## config.mk

```make
export PLATFORM = sky130hd
export DESIGN_NAME = fifo36_to_ll8_pipe
export DESIGN_NICKNAME = d
export VERILOG_FILES = /design/src/rtl/fifo36_to_ll8_pipe_pkg.sv /design/src/rtl/fifo36_proto_chk.sv /design/src/rtl/fifo36_to_ll8_pipe.sv
export SDC_FILE = /design/constraint.sdc
export NUM_CORES = 1
export LEC_CHECK = 0
export ABC_AREA = 1
export CAP_MARGIN = 20
export CORE_MARGIN = 10
export CORE_UTILIZATION = 56
export DETAILED_ROUTE_END_ITERATION = 10
export DONT_BUFFER_PORTS = 1
export HOLD_SLACK_MARGIN = 0.15
export MAX_ROUTING_LAYER = met4
export PLACE_DENSITY = 0.74
export SETUP_SLACK_MARGIN = 0.02
export SLEW_MARGIN = 20
export SYNTH_ARGS = -nofsm -noshare
export SYNTH_HDL_FRONTEND = slang
export SYNTH_SLANG_ARGS = --single-unit
```

## constraint.sdc

```tcl
create_clock -name clk -period 3.4 [get_ports clk]
set_input_delay 0.68 -clock clk [delete_from_list [all_inputs] [get_ports clk]]
set_output_delay 0.68 -clock clk [all_outputs]
set_load 0.005 [all_outputs]
```

## src/rtl/fifo36_to_ll8_pipe_pkg.sv

```systemverilog
// Shared definitions for the 36-bit FIFO to 8-bit LocalLink converter:
// word field positions, converter states and the last-byte-index helper.
package fifo36_to_ll8_pipe_pkg;

  localparam int OCC_HI  = 35;
  localparam int OCC_LO  = 34;
  localparam int EOF_BIT = 33;
  localparam int SOF_BIT = 32;
  localparam int DATA_HI = 31;

  typedef enum logic {
    ST_EMPTY = 1'b0,
    ST_SEND  = 1'b1
  } state_e;

  // Index of the final valid byte: a partial word only exists on eof with occ != 0.
  function automatic logic [1:0] last_idx(input logic [35:0] word);
    if (word[EOF_BIT] && (word[OCC_HI:OCC_LO] != 2'd0)) begin
      last_idx = word[OCC_HI:OCC_LO] - 2'd1;
    end else begin
      last_idx = 2'd3;
    end
  endfunction

endpackage

```

## src/rtl/fifo36_proto_chk.sv

```systemverilog
// Framing checker: tracks whether accepted words are inside a frame and raises
// a sticky error on a missing or unexpected start-of-frame.
module fifo36_proto_chk (
  input  logic clk,
  input  logic reset,
  input  logic clear,
  input  logic accept_i,
  input  logic sof_i,
  input  logic eof_i,
  output logic proto_err_o
);

  logic in_frame_q, in_frame_d;
  logic err_q, err_d;

  // Next-state: sof must be set exactly when no frame is open.
  always_comb begin
    in_frame_d = in_frame_q;
    err_d      = err_q;
    if (accept_i) begin
      if (sof_i == in_frame_q) begin
        err_d = 1'b1;
      end else begin
        err_d = err_q;
      end
      in_frame_d = ~eof_i;
    end else begin
      in_frame_d = in_frame_q;
    end
  end

  // Tracker and sticky flag registers.
  always_ff @(posedge clk) begin
    if (reset || clear) begin
      in_frame_q <= 1'b0;
      err_q      <= 1'b0;
    end else begin
      in_frame_q <= in_frame_d;
      err_q      <= err_d;
    end
  end

  assign proto_err_o = err_q;

endmodule

```

## src/rtl/fifo36_to_ll8_pipe.sv

```systemverilog
// 36-bit FIFO word to 8-bit LocalLink byte stream, one byte per cycle.
// Optional framing checker enabled by defining FIFO36_TO_LL8_PIPE_PROTO_CHK_EN.
module fifo36_to_ll8_pipe #(
  parameter int LE    = 0,
  parameter int CNT_W = 16
) (
  input  logic             clk,
  input  logic             reset,
  input  logic             clear,
  input  logic [35:0]      f36_data,
  input  logic             f36_src_rdy_i,
  output logic             f36_dst_rdy_o,
  output logic [7:0]       ll_data,
  output logic             ll_sof_n,
  output logic             ll_eof_n,
  output logic             ll_src_rdy_n,
  input  logic             ll_dst_rdy_n,
  output logic [CNT_W-1:0] frame_cnt,
  output logic             proto_err
);
  import fifo36_to_ll8_pipe_pkg::*;

  state_e           state_q, state_d;
  logic [35:0]      word_q, word_d;
  logic [1:0]       idx_q, idx_d;
  logic [CNT_W-1:0] cnt_q, cnt_d;

  logic [1:0] last_s;
  logic       byte_xfer_s;
  logic       last_xfer_s;
  logic       accept_s;
  logic [4:0] shift_s;

  // Handshake decode; a word may load in the same cycle the last byte leaves.
  always_comb begin
    last_s        = last_idx(word_q);
    byte_xfer_s   = (state_q == ST_SEND) && !ll_dst_rdy_n;
    last_xfer_s   = byte_xfer_s && (idx_q == last_s);
    f36_dst_rdy_o = (state_q == ST_EMPTY) || last_xfer_s;
    accept_s      = f36_src_rdy_i && f36_dst_rdy_o;
  end

  // Next-state, byte index and frame counter.
  always_comb begin
    state_d = state_q;
    word_d  = word_q;
    idx_d   = idx_q;
    cnt_d   = cnt_q;
    if (accept_s) begin
      word_d  = f36_data;
      idx_d   = 2'd0;
      state_d = ST_SEND;
    end else if (last_xfer_s) begin
      idx_d   = 2'd0;
      state_d = ST_EMPTY;
    end else if (byte_xfer_s) begin
      idx_d   = idx_q + 2'd1;
    end else begin
      idx_d   = idx_q;
    end
    if (last_xfer_s && word_q[EOF_BIT]) begin
      cnt_d = cnt_q + {{(CNT_W-1){1'b0}}, 1'b1};
    end else begin
      cnt_d = cnt_q;
    end
  end

  // Control registers; clear behaves exactly like reset.
  always_ff @(posedge clk) begin
    if (reset || clear) begin
      state_q <= ST_EMPTY;
      idx_q   <= 2'd0;
      cnt_q   <= {CNT_W{1'b0}};
    end else begin
      state_q <= state_d;
      idx_q   <= idx_d;
      cnt_q   <= cnt_d;
    end
  end

  // Holding register carries no reset; its content is ignored while empty.
  always_ff @(posedge clk) begin
    word_q <= word_d;
  end

  // Byte select: big-endian walks down from the top byte, little-endian walks up.
  always_comb begin
    if (LE != 0) begin
      shift_s = {idx_q, 3'b000};
    end else begin
      shift_s = {~idx_q, 3'b000};
    end
    ll_data      = 8'(word_q[DATA_HI:0] >> shift_s);
    ll_src_rdy_n = (state_q != ST_SEND);
    ll_sof_n     = !((state_q == ST_SEND) && word_q[SOF_BIT] && (idx_q == 2'd0));
    ll_eof_n     = !((state_q == ST_SEND) && word_q[EOF_BIT] && (idx_q == last_s));
  end

  assign frame_cnt = cnt_q;

`ifdef FIFO36_TO_LL8_PIPE_PROTO_CHK_EN
  fifo36_proto_chk u_proto_chk (
    .clk         (clk),
    .reset       (reset),
    .clear       (clear),
    .accept_i    (accept_s),
    .sof_i       (f36_data[SOF_BIT]),
    .eof_i       (f36_data[EOF_BIT]),
    .proto_err_o (proto_err)
  );
`else
  assign proto_err = 1'b0;
`endif

endmodule

```

==> metrics <==
combinational power share=under 10%; fraction of the mapped netlist area in compound gates=10.74%; Fmax=approximately 400 MHz; Worst Setup Slack, final=0.8781 ns; Setup crit start kind=register; WL/cell=17.21 µm; fin area=2749 µm²; Sw Share=24.01%; Slowest cell on crit path=dfxtp_1; synthesized area=between 2000 and 3000 µm²; final number of hold-violating endpoints=0; Site Rows=24; multi-input logic area=approximately 1000 µm²; Seq pwr share=a little over three fifths; Post-CTS Setup Inserts=0; routed wire length=5.473 mm; largest family of logic cells by synthesized area=simple AND/OR/NAND/NOR gates; worst min-delay path class=in2reg; Distinct cells, synth=31; Synth Warn #=0; Yosys top cell area share=40.72%; Final GP Congestion=0.8473; H-tree depth=2; Least-Margin Pin Slew=0.7212 ns; peak supply drop=365.2 µV; Setup CP Type=reg2out; Initial Util=59.34%; die height=88.86 µm; Synth Area in Adders=under 10%; Slew headroom=51.85%; num ports=70; Min-Delay Endpoint=word_q[29]; Cell Chain, Critical Path=inv_6, nand2_1, nand2_2, nor2_4, nand3_1; largest net degree at the start of global routing=37; Layout area overhead=3.535%; min-delay src=f36_data[29]; share of cells above drive strength 1=16.54%; data required time at the worst endpoint=2.72 ns; clk buf depth=2; vias in the first global route=1700; leading area contributor after synthesis=edfxtp_1; r2r setup slk=1.22 ns; pre-CTS WS=1.236 ns; post-layout net count=309; Mapped Avg Cell Area=9.944 µm²; Root Driver=clkbuf_8; clk_skew=0.006750 ns; ANT cells=0; Largest stage delay, worst path=0.81 ns; hold slack final=0.4464 ns; worst skew pair latency=0.32 ns; dominant cells by area after synthesis=edfxtp_1, dfxtp_1, nand2_1; Worst setup EP type=output port; crit path max fanout=20; DR iter-0 viols=113; Final ANT Viol Nets=0; PostCTS Resize Cnt=0; Int Pwr=912.6 µW; Via Count=1783; Setup Viol. Count Final=0; register area share after synthesis=a little under three fifths; Die ar.=7895 µm²; GRT Overall Usage=14.91%; Worst R2R Start=word_q[34]; DR DRC count=0; Worst EP arrival=1.84 ns; Synth Instances=roughly 270; Port-buffer cells=0; clock share of power=33.4%; Die W=88.86 µm; crit share post-route=74.17%; first-pass GRT wire length=8.562 mm; initial antenna violation count=0; Setup TNS=0 ns; RSZ-0062 raised after global routing=no; global route total overflow=0; Switch Pwr=288.4 µW; post-placement cell area=2649 µm²; post-synthesis mux area share=0%; simple-gate share of the synthesized area=between 20% and 30%; CTS buffer count=5; core area=4474 µm²; hold buffers post-CTS=0; Synth Net Count=about 310; Fillers=around 360; hpwl dp=slightly above 4 mm; Max Cap Viol=0; First-pass DRT Iterations=4; worst r2r dst=word_q[32]; Post-Synth XOR/XNOR Area=3.299%; final cell utilization of the core=61.44%; CTS Sinks=55; pwr/cell area=436.9 nW/µm²; #FFs+latches synth=55; FF+latch area=1461 µm²; drt via density=5.607; r2r worst-path depth=10; status=completed; static leakage=about 0.88 nW; final period demand of the worst path=2.522 ns; CTS clk-pin slew, worst paths=0.11 ns; hold-critical path depth=0; TritonCTS clock tree=built; max-slew violations=0
## layout by cell type (no fill, tap or decap)
master and count:
nand4_1 9, and2_1 1, nand3b_1 1, nand2_2 14, inv_8 2, inv_6 2
dfxtp_1 19, ha_1 3, a21oi_2 10, nand2_1 48, a21oi_4 1, edfxtp_1 36
o22ai_1 8, nand3_1 12, clkbuf_8 5, nand4_4 1, xnor2_1 6, o211ai_1 1
buf_4 1, nor2_8 1, o21ai_0 19, conb_1 1, nor2_4 2, a21oi_1 8
clkinv_1 1, xor2_1 4, nand3_4 2, inv_2 3, inv_1 12, nor2_1 33
## metal layers
metal	vias up	wire length [µm]	global-route usage, %
met5	-	0	-
met4	0	62	4.846
met3	6	477	6.893
met2	54	2485	21.61
met1	821	2448	17.95
li1	902	-	-
## synthesized netlist by cell type
cell type and n:
xnor2_1 6, ha_1 3, nor2_4 2, nor2_1 33, nand4_1 9, inv_1 12
buf_4 1, o211ai_1 1, dfxtp_1 19, o22ai_1 8, inv_6 1, clkbuf_1 2
o21ai_0 19, clkinv_1 1, buf_12 1, buf_2 2, nor2_8 1, buf_6 4
edfxtp_1 36, xor2_1 4, nand3b_1 1, inv_2 3, conb_1 1, nand3_1 12
nand4_4 1, a21oi_1 9, nand3_4 2, and2_1 1, nand2_2 14, nand2_1 48
a21oi_2 10
## stage by stage
| stage | instances | total power [mW] |
|---|---|---|
| floorplan | 267 | 0.8066 |
| global placement | 310 | 0.8146 |
| detailed placement | 310 | 0.8164 |
| CTS | 318 | 1.204 |
| global route | 318 | 1.242 |
| finish | 318 | 1.201 |
## registers in the layout, summed over array words and instances, names as in the netlist
register	count
frame_cnt	16
word_q	36
state_q	1
idx_q	2
## power groups by stage
stage / Clock [mW] / Combinational [mW] / Sequential (mW)
finish: 0.401 / 0.0466 / 0.754
global placement: 0 / 0.0459 / 0.769
detailed placement: 0 / 0.0473 / 0.769
CTS: 0.403 / 0.0471 / 0.754
global route: 0.434 / 0.0522 / 0.756
floorplan: 0 / 0.0416 / 0.765
## how the worst max path moves through the flow
stage	depth (start not counted)	from	to
2_1_floorplan	9	word_q[34]	word_q[0]
3_3_place_gp	10	word_q[34]	word_q[28]
3_5_place_dp	10	word_q[34]	word_q[4]
4_1_cts	5	idx_q[0]	ll_eof_n
5_1_grt	5	idx_q[0]	ll_eof_n
6_report	5	idx_q[0]	ll_eof_n
## cell families (layout without fill, tap and decap cells)
kind of cell	count (synthesis)	after routing
adder cells (fa/ha/maj)	3	3
XOR/XNOR	10	10
AO/OA/AOI/OAI	47	47
AND/OR/NAND/NOR	124	124
flip-flops	55	55
other	1	1
buffers and inverters	27	26
## worst max-delay path: cells and delay by family (launching register included)
family,cells,cell delay (ns)
buf+inv,1,0.18
simple gates,4,0.53
flops,1,0.81
## area by class of cell
type                            instances  share of cell area [%]
Inverter                               17                   2.503
Clock buffer                            5                   2.503
Sequential cell                        55                   53.16
Timing Repair Buffer                    1                  0.2731
Tap cell                               52                   2.367
Clock inverter                          3                   1.138
Multi-Input combinational cell        185                   38.05
Power figures use the tool's default switching activity.
